[src/rtl/bpu_pkg.sv]
// rtl/bpu_pkg.sv - shared types and constants for the branch update sequencer
package bpu_pkg;

    // Reorder depth mirrors the predictor FIFO so a tag is directly a slot index.
    localparam int TAG_DEPTH = 8;
    localparam int TAG_W     = $clog2(TAG_DEPTH);

    // Value the predictor table is swept to during initialisation (weakly not-taken).
    localparam logic [1:0] BPU_INIT_STATUS = 2'b01;

    typedef struct packed {
        logic        taken;
        logic        jump;
        logic [31:0] address;
    } branch_report_t;

    typedef enum logic {
        INIT = 1'b0,
        RUN  = 1'b1
    } bpu_seq_state_t;

endpackage

[src/rtl/branch_report_buffer.sv]
// rtl/branch_report_buffer.sv - tag-indexed reorder slots with in-order head pointer
module branch_report_buffer
    import bpu_pkg::*;
(
    input  logic                 clk_i,
    input  logic                 rst_n_i,
    input  logic                 clear_i,
    input  logic                 wr_a_i,
    input  logic [TAG_W-1:0]     wr_a_tag_i,
    input  branch_report_t       wr_a_data_i,
    input  logic                 wr_b_i,
    input  logic [TAG_W-1:0]     wr_b_tag_i,
    input  branch_report_t       wr_b_data_i,
    input  logic                 issue_i,
    output logic [TAG_DEPTH-1:0] valid_o,
    output logic [TAG_W-1:0]     head_o,
    output branch_report_t       head_data_o
);

    branch_report_t       slots_q [TAG_DEPTH];
    logic [TAG_DEPTH-1:0] valid_q;
    logic [TAG_W-1:0]     head_q;

    // Slot occupancy and head pointer; clear drops everything, including same-cycle writes.
    always_ff @(posedge clk_i or negedge rst_n_i) begin
        if (!rst_n_i) begin
            valid_q <= '0;
            head_q  <= '0;
        end else if (clear_i) begin
            valid_q <= '0;
            head_q  <= '0;
        end else begin
            if (issue_i) begin
                valid_q[head_q] <= 1'b0;
                head_q          <= head_q + 1'b1;
            end
            if (wr_a_i) begin
                valid_q[wr_a_tag_i] <= 1'b1;
            end
            if (wr_b_i) begin
                valid_q[wr_b_tag_i] <= 1'b1;
            end
        end
    end

    // Payload storage; contents only matter while the matching valid bit is set.
    always_ff @(posedge clk_i) begin
        if (wr_a_i && !clear_i) begin
            slots_q[wr_a_tag_i] <= wr_a_data_i;
        end
        if (wr_b_i && !clear_i) begin
            slots_q[wr_b_tag_i] <= wr_b_data_i;
        end
    end

    assign valid_o     = valid_q;
    assign head_o      = head_q;
    assign head_data_o = slots_q[head_q];

endmodule

[src/rtl/branch_update_sequencer.sv]
// rtl/branch_update_sequencer.sv - in-order predictor update sequencer with init sweep (BPU_INIT_SWEEP_EN)
module branch_update_sequencer
    import bpu_pkg::*;
#(
    parameter  int TABLE_SIZE = 1024,
    localparam int IDX_W      = $clog2(TABLE_SIZE)
) (
    input  logic             clk_i,
    input  logic             rst_n_i,
    input  logic             flush_i,
    input  logic             mispredicted_i,
    input  logic             clear_i,
    input  logic             a_valid_i,
    input  logic [TAG_W-1:0] a_tag_i,
    input  logic             a_taken_i,
    input  logic             a_jump_i,
    input  logic [31:0]      a_address_i,
    output logic             a_ready_o,
    input  logic             b_valid_i,
    input  logic [TAG_W-1:0] b_tag_i,
    input  logic             b_taken_i,
    input  logic             b_jump_i,
    input  logic [31:0]      b_address_i,
    output logic             b_ready_o,
    output logic             executed_o,
    output logic             taken_o,
    output logic             jump_o,
    output logic [31:0]      exu_address_o,
    output logic             init_write_o,
    output logic [IDX_W-1:0] init_index_o,
    output logic             busy_o
);

    logic                 run;
    logic                 buf_clear;
    logic                 wr_a;
    logic                 wr_b;
    logic                 issue;
    logic [TAG_DEPTH-1:0] valid;
    logic [TAG_W-1:0]     head;
    branch_report_t       head_data;

`ifdef BPU_INIT_SWEEP_EN
    localparam logic [IDX_W-1:0] LAST_IDX = IDX_W'(TABLE_SIZE - 1);

    bpu_seq_state_t   state_q, state_d;
    logic [IDX_W-1:0] sweep_cnt_q, sweep_cnt_d;

    // State and sweep counter registers.
    always_ff @(posedge clk_i or negedge rst_n_i) begin
        if (!rst_n_i) begin
            state_q     <= INIT;
            sweep_cnt_q <= '0;
        end else begin
            state_q     <= state_d;
            sweep_cnt_q <= sweep_cnt_d;
        end
    end

    // Sweep one table entry per cycle, then run until a clear request restarts the sweep.
    always_comb begin
        state_d     = state_q;
        sweep_cnt_d = sweep_cnt_q;
        case (state_q)
            INIT: begin
                if (sweep_cnt_q == LAST_IDX) begin
                    state_d     = RUN;
                    sweep_cnt_d = '0;
                end else begin
                    sweep_cnt_d = sweep_cnt_q + 1'b1;
                end
            end
            RUN: begin
                if (clear_i) begin
                    state_d     = INIT;
                    sweep_cnt_d = '0;
                end
            end
            default: begin
                state_d     = INIT;
                sweep_cnt_d = '0;
            end
        endcase
    end

    assign run          = (state_q == RUN);
    assign init_write_o = (state_q == INIT);
    assign init_index_o = sweep_cnt_q;
    assign busy_o       = (state_q == INIT);
`else
    // Tables come up from their initial contents, so the sequencer is always running.
    assign run          = 1'b1;
    assign init_write_o = 1'b0;
    assign init_index_o = '0;
    assign busy_o       = 1'b0;
`endif

    // clear outranks flush/mispredict, but both empty the buffer and rewind head.
    assign buf_clear = run & (clear_i | flush_i | mispredicted_i);

    // A wins a same-tag collision; an occupied slot refuses a new report.
    assign a_ready_o = run & ~valid[a_tag_i];
    assign b_ready_o = run & ~valid[b_tag_i] & ~(a_valid_i & (a_tag_i == b_tag_i));

    assign wr_a  = a_valid_i & a_ready_o;
    assign wr_b  = b_valid_i & b_ready_o;
    assign issue = run & valid[head];

    branch_report_buffer u_buffer (
        .clk_i       (clk_i),
        .rst_n_i     (rst_n_i),
        .clear_i     (buf_clear),
        .wr_a_i      (wr_a),
        .wr_a_tag_i  (a_tag_i),
        .wr_a_data_i ('{taken: a_taken_i, jump: a_jump_i, address: a_address_i}),
        .wr_b_i      (wr_b),
        .wr_b_tag_i  (b_tag_i),
        .wr_b_data_i ('{taken: b_taken_i, jump: b_jump_i, address: b_address_i}),
        .issue_i     (issue),
        .valid_o     (valid),
        .head_o      (head),
        .head_data_o (head_data)
    );

    // Payload is gated by the strobe so the predictor sees zeros when idle.
    assign executed_o    = issue;
    assign taken_o       = issue & head_data.taken;
    assign jump_o        = issue & head_data.jump;
    assign exu_address_o = issue ? head_data.address : 32'h0;

endmodule

[config.mk]
export PLATFORM = sky130hd
export DESIGN_NAME = branch_update_sequencer
export DESIGN_NICKNAME = d
export VERILOG_FILES = /design/src/rtl/bpu_pkg.sv /design/src/rtl/branch_report_buffer.sv /design/src/rtl/branch_update_sequencer.sv
export SDC_FILE = /design/constraint.sdc
export NUM_CORES = 1
export LEC_CHECK = 0
export ABC_AREA = 1
export CAP_MARGIN = 20
export CORE_ASPECT_RATIO = 0.75
export CORE_MARGIN = 1.5
export CORE_UTILIZATION = 25
export CTS_BUF_LIST = sky130_fd_sc_hd__clkbuf_2
export CTS_CLUSTER_DIAMETER = 50
export DETAILED_ROUTE_END_ITERATION = 10
export GPL_ROUTABILITY_DRIVEN = 0
export GPL_TIMING_DRIVEN = 1
export PLACE_DENSITY = 0.41
export SLEW_MARGIN = 20
export SYNTH_ARGS = -nofsm -noshare
export SYNTH_HDL_FRONTEND = slang
export SYNTH_SLANG_ARGS = --single-unit
[constraint.sdc]
create_clock -name clk_i -period 5.3 [get_ports clk_i]
set_clock_uncertainty 0.05 [all_clocks]
set_input_delay 1.06 -clock clk_i [delete_from_list [all_inputs] [get_ports clk_i]]
set_output_delay 1.06 -clock clk_i [all_outputs]
set_load 0.01 [all_outputs]
Yosys cells after proc, flatten, opt, wreduce, memory -nomap -nowiden
Memory sizes are Yosys's and may differ from the RTL's.
Cells that the tools add are included.
{"block": "op_classes", "n_mux": 25, "bitwise_logic": 15, "div": 0, "n_shift": 0, "n_eq_ne": 1, "n_lt_le_gt_ge": 6, "reduce_logical": 7, "mul": 0, "add_sub_neg": 1}
{"operator": "8-bit 2-to-1 mux", "count": 6}
{"operator": "32-bit 2-to-1 mux", "count": 1}
{"operator": "8-bit bitwise OR", "count": 2}
{"operator": "3-bit by 4-bit less-than comparator with 1-bit output (second input constant)", "count": 3}
{"operator": "1-bit 2-to-1 mux", "count": 10}
{"operator": "1-bit binary-select mux with 3-bit select", "count": 3}
{"operator": "1-bit demux with 3-bit select", "count": 3}
{"operator": "3-bit by 1-bit greater-or-equal comparator with 1-bit output (second input constant)", "count": 3}
{"operator": "8-bit bitwise AND", "count": 1}
{"operator": "8-bit inverter", "count": 1}
{"operator": "1-bit bitwise AND", "count": 6}
{"operator": "3-bit 2-to-1 mux", "count": 2}
{"operator": "1-bit logical AND", "count": 5}
{"operator": "3-bit by 1-bit adder with 3-bit output (second input constant)", "count": 1}
{"operator": "3-bit equality test", "count": 1}
{"operator": "1-bit inverter", "count": 3}
{"operator": "1-bit bitwise OR", "count": 2}
{"operator": "2-bit nonzero test", "count": 1}
{"operator": "1-bit zero test", "count": 1}
{"block": "word_totals", "ff_bits": 11, "inputBits": 81, "n_memories": 1, "mem_bits_ro": 0, "latchBits": 0, "ramBits": 272, "wordCells": 58, "out_inout_bits": 49}
{"memory": "u_buffer.slots_q", "words": 8, "width": 34, "rd": 1, "rd_clocked_by_memory_dff": 0, "write_ports": 2, "line_no": "branch_report_buffer.sv:20", "text": "branch_report_t slots_q [TAG_DEPTH];"}

Depth between registers and ports, before layout
{"block": "depth", "depth_word": 14, "ltp_mapped": 13}

By module
From an unflattened synthesis, not the netlist that was laid out.
{"block": "unflattened", "cells_unflattened": 2302, "area_unflattened_um2": 16861.2}
{"module": "branch_report_buffer", "area_each_um2": 16100.4, "cells_each": 2142, "n_inst": 1, "seq_area_each_um2": 8443.1}
{"module": "branch_update_sequencer", "area_each_um2": 760.7, "cells_each": 160, "n_inst": 1, "seq_area_each_um2": 0.0}

Worst setup path before layout
No wires, ideal clock.
{"block": "synth_timing", "path_type": "input-to-reg", "startpoint": "in flush_i", "endpoint": "mem u_buffer.slots_q[0][0] in the netlist's numbering (enable)", "arrival_time_ps": 3019, "setup_slack_ps": 1839, "required_time_ps": 4858, "cell_stages": 7, "setup_time_ps": 392, "path_buffers": 3, "path_cell_list": "or3_1 buf_2 nor2_8 buf_4 nand3_2 buf_2 nand2_1"}
{"item": "start, declared", "line_no": "branch_update_sequencer.sv:10", "text": "input logic flush_i,"}
{"item": "end, declared", "line_no": "branch_report_buffer.sv:20"}

Worst setup path in the final report
{"block": "layout_timing", "startpoint": "reg u_buffer.head_q[1] (netlist: u_buffer.head_o[1])", "endpoint": "out exu_address_o[4]"}
{"block": "layout_via", "elab_chain_len": 3}
{"item": "start, declared", "line_no": "branch_report_buffer.sv:22", "text": "logic [TAG_W-1:0] head_q;"}
{"item": "start signal, assigned", "line_no": "branch_report_buffer.sv:35", "text": "head_q <= head_q + 1'b1;"}
{"item": "1-bit binary-select mux with 3-bit select", "line_no": "branch_update_sequencer.sv:107", "text": "assign issue = run & valid[head];"}
{"item": "1-bit 2-to-1 mux (not written as such)", "line_no": "branch_update_sequencer.sv:107"}
{"item": "32-bit 2-to-1 mux (*)", "line_no": "branch_update_sequencer.sv:129", "text": "assign exu_address_o = issue ? head_data.address : 32'h0;"}
{"item": "end, declared", "line_no": "branch_update_sequencer.sv:28", "text": "output logic [31:0] exu_address_o,"}
Every way passes the cells marked *; elsewhere a longest branch is shown, timed or not. The select of a mux whose other input is x is not followed.

==> flow_summary.yaml <==
clocking:
  htreeDepth: 3
  cts_made_buffers: 79
  root_buffer: "clkbuf_2"
  path_clk_slew_ns: 0.11
  clk_latency_ns: 0.98
  tritoncts: "yes"
  numClockSinks: 283
  holdBufCountCts: 0
  post_cts_buffers: 0
  clock_path_buffers: 3
timing:
  setup_viol: 0
  report.final.slew_viol_count: 0
  fin_setup_tns_ns: 0
  max_freq_mhz: 196.5
  hold_viol: 0
  fin_crit_ns: 5.090
  maxSlewHeadroom_pct: 29.73
  tightest_slew_ns: 1.054
  fin_crit_sh_pct: 96.04
  rsz0062_at_grt: "false"
yosys:
  synth.distinct_cells: 31
  ys_ff_latch: 283
  async_flop_share_pct: 3.887
  yosys_warnings: 0
  syn_avg_cell_area_um2: 8.334
  syn-instance-count: 1945
  synth.area.top_cells: "edfxtp_1, nand2_1, nand4_1"
  yosys.area.top_type: "edfxtp_1"
  syn-cell-area_mm2: 0.01621
  synthTopCellsByCount: "nand2_1, nand4_1, edfxtp_1, inv_1, buf_2"
  yosysSeqAreaShare_pct: 52.08
  yosysMostFrequentCell: "nand2_1"
  synth_edf_count: 272
  synthFlopType: "edfxtp_1"
  synth_top_area_share_pct: 50.39
global_routing:
  grt-ovfl-total: 0
  grt_max_degree: 204
  grt_usage_pct: 20.11
  grt_pass1_vias: 14442
  grt_pass1_wl_um: 98730
  antenna_found_initial: 1
worst_setup_path:
  reg2reg_to: "u_buffer.slots_q[4][17]$_DFFE_PP_"
  r2r-start: "u_buffer.valid_o[1]$_DFF_PN0_"
  critPathMaxFanout: 14
  crit_path_start_kind: "register"
  cp.arrival_ns: 3.98
  required_ns: 4.19
  cp_common_cell: "buf_4"
  slowest_stage: "dfrtp_1"
  reg2reg_depth: 9
  r2r_slack_ns: 2.19
  cp-end-kind: "primary output"
  critical_path.max_stage_delay_ns: 0.67
  crit_type: "reg2out"
  crit_chain: "buf_4 -> nand3_1 -> o22ai_1 -> nor2_1 -> nand2_2 -> buf_4 -> o21ai_0 -> inv_1 -> clkdlybuf4s50_1"
layout:
  final_area_mm2: 0.01862
  nNetsFinal: 2061
  area_growth_pct: 14.89
  drive_above_1_share_pct: 10.58
  postLayoutCoreUtil_pct: 29.16
  fin_cells: 2894
routing:
  drtPass1Iterations: 6
  drt_iter0_markers: 1484
  drtAntennaViolNets: 0
  drc: 0
  via_per_inst: 5.109
  vias: 14785
  routed_wl_um: 68020
  wire_per_inst_um: 23.50
floorplanning:
  start_util_pct: 25.38
  rows: 80
  pin_count: 130
  dieWidth_um: 297.0
  die_y_um: 223.5
  core-area_mm2: 0.06386
  dieArea_mm2: 0.06639
power_and_ir_drop:
  irDropWorstVdd_mv: 0.1026
  p_leak_nw: 7.836
  p_per_area_mw_per_mm2: 244.5
  total_power_w: 0.004553
min_path:
  hp-class: "in2async"
job:
  max-cap-violations: 0
outcome:
  status: "completed"
placed_design:
  dpl.hpwl_um: 35840
  placed_cell_area_mm2: 0.01793
  portBuffers: 117
  place_inst: 2759
critical path, delay by kind of cell, from the launching register on:
kind | cells | cell delay [ns]
and+or+nand+nor | 3 | 0.68
buffers and inverters | 4 | 1.32
AOI/OAI and AO/OA | 2 | 0.32
DFF | 1 | 0.67
power breakdown:
group / switching (W) / total (W) / leakage [nW] / internal [W]
combinational: 0.000295 / 0.000416 / 4.69 / 0.000121
sequential: 0.00000440 / 0.00247 / 2.60 / 0.00247
clock: 0.00102 / 0.00166 / 0.541 / 0.000644
what timing repair did:
action,in CTS,in global routing
endpoints found under the setup margin,0,9
gates resized for setup,0,3
endpoints found under the hold margin,0,0
through the flow:
stage,hold WS [ns],worst slack [ns]
after floorplan,0.4632,1.839
after global placement,0.5061,0.8907
after detailed placement,0.5134,0.8475
after CTS,0.3535,0.01153
after global routing,0.3800,0.02499
final,0.4239,0.2101
per-layer routing:
metal | wire length, um | part of all wire (%) | GRT usage, %
met4 | 1389 | 2.0 | 5.777
met2 | 31430 | 46 | 32.74
met1 | 30260 | 44 | 27.33
met5 | 0 | 0 | 0
met3 | 4939 | 7.3 | 3.506
registers in the layout, indices dropped and copies added (netlist names):
register,count
u_buffer.slots_q,272
u_buffer.valid_o,8
u_buffer.head_o,3
cells in the final DEF, fill, tap and decap left out, types with 6 or more instances in the layout:
master,synthesis,final
nand2_2,0,9
dfrtp_1,11,11
nand3_1,38,36
conb_1,1,12
o22ai_1,19,19
inv_2,6,6
clkbuf_2,30,122
nor2_1,46,43
o2111ai_1,9,9
nand3_2,8,10
clkdlybuf4s50_1,0,117
inv_1,129,129
o21ai_0,35,35
a22oi_1,19,19
nand4_1,328,328
buf_12,0,8
nand2_1,747,738
nor3_1,11,8
clkinv_1,6,15
buf_4,38,48
a21oi_1,17,17
edfxtp_1,272,272
cell families after synthesis:
group	share of synthesized area, %
AO/OA/AOI/OAI	3.751
adder cells (fa/ha/maj)	0.07717
flip-flops	52.08
buffers and inverters	10.48
other	0.02313
AND/OR/NAND/NOR	33.53
XOR/XNOR	0.05404
how the worst max path moves through the flow:
stage,end,startpoint,depth (start not counted)
finish,exu_address_o[4],u_buffer.head_o[1]$_DFFE_PN0P_,9
global route,exu_address_o[23],u_buffer.head_o[1]$_DFFE_PN0P_,9
CTS,exu_address_o[26],u_buffer.head_o[1]$_DFFE_PN0P_,9
detailed placement,u_buffer.slots_q[7][24]$_DFFE_PP_,b_tag_i[1],11
global placement,u_buffer.slots_q[4][17]$_DFFE_PP_,b_tag_i[1],11
floorplan,u_buffer.slots_q[0][0]$_DFFE_PP_,flush_i,7
layout make-up:
type,count,area [um2]
clock inverter,12,71.32
inverter,141,535.5
timing repair buffer,173,1692
multi-input combinational,1301,6192
fill,6825,45240
tap,861,1077
sequential,283,8443
clock buffer,122,610.6
antenna,1,2.502
Note: power is estimated with default switching activity, not from simulation.
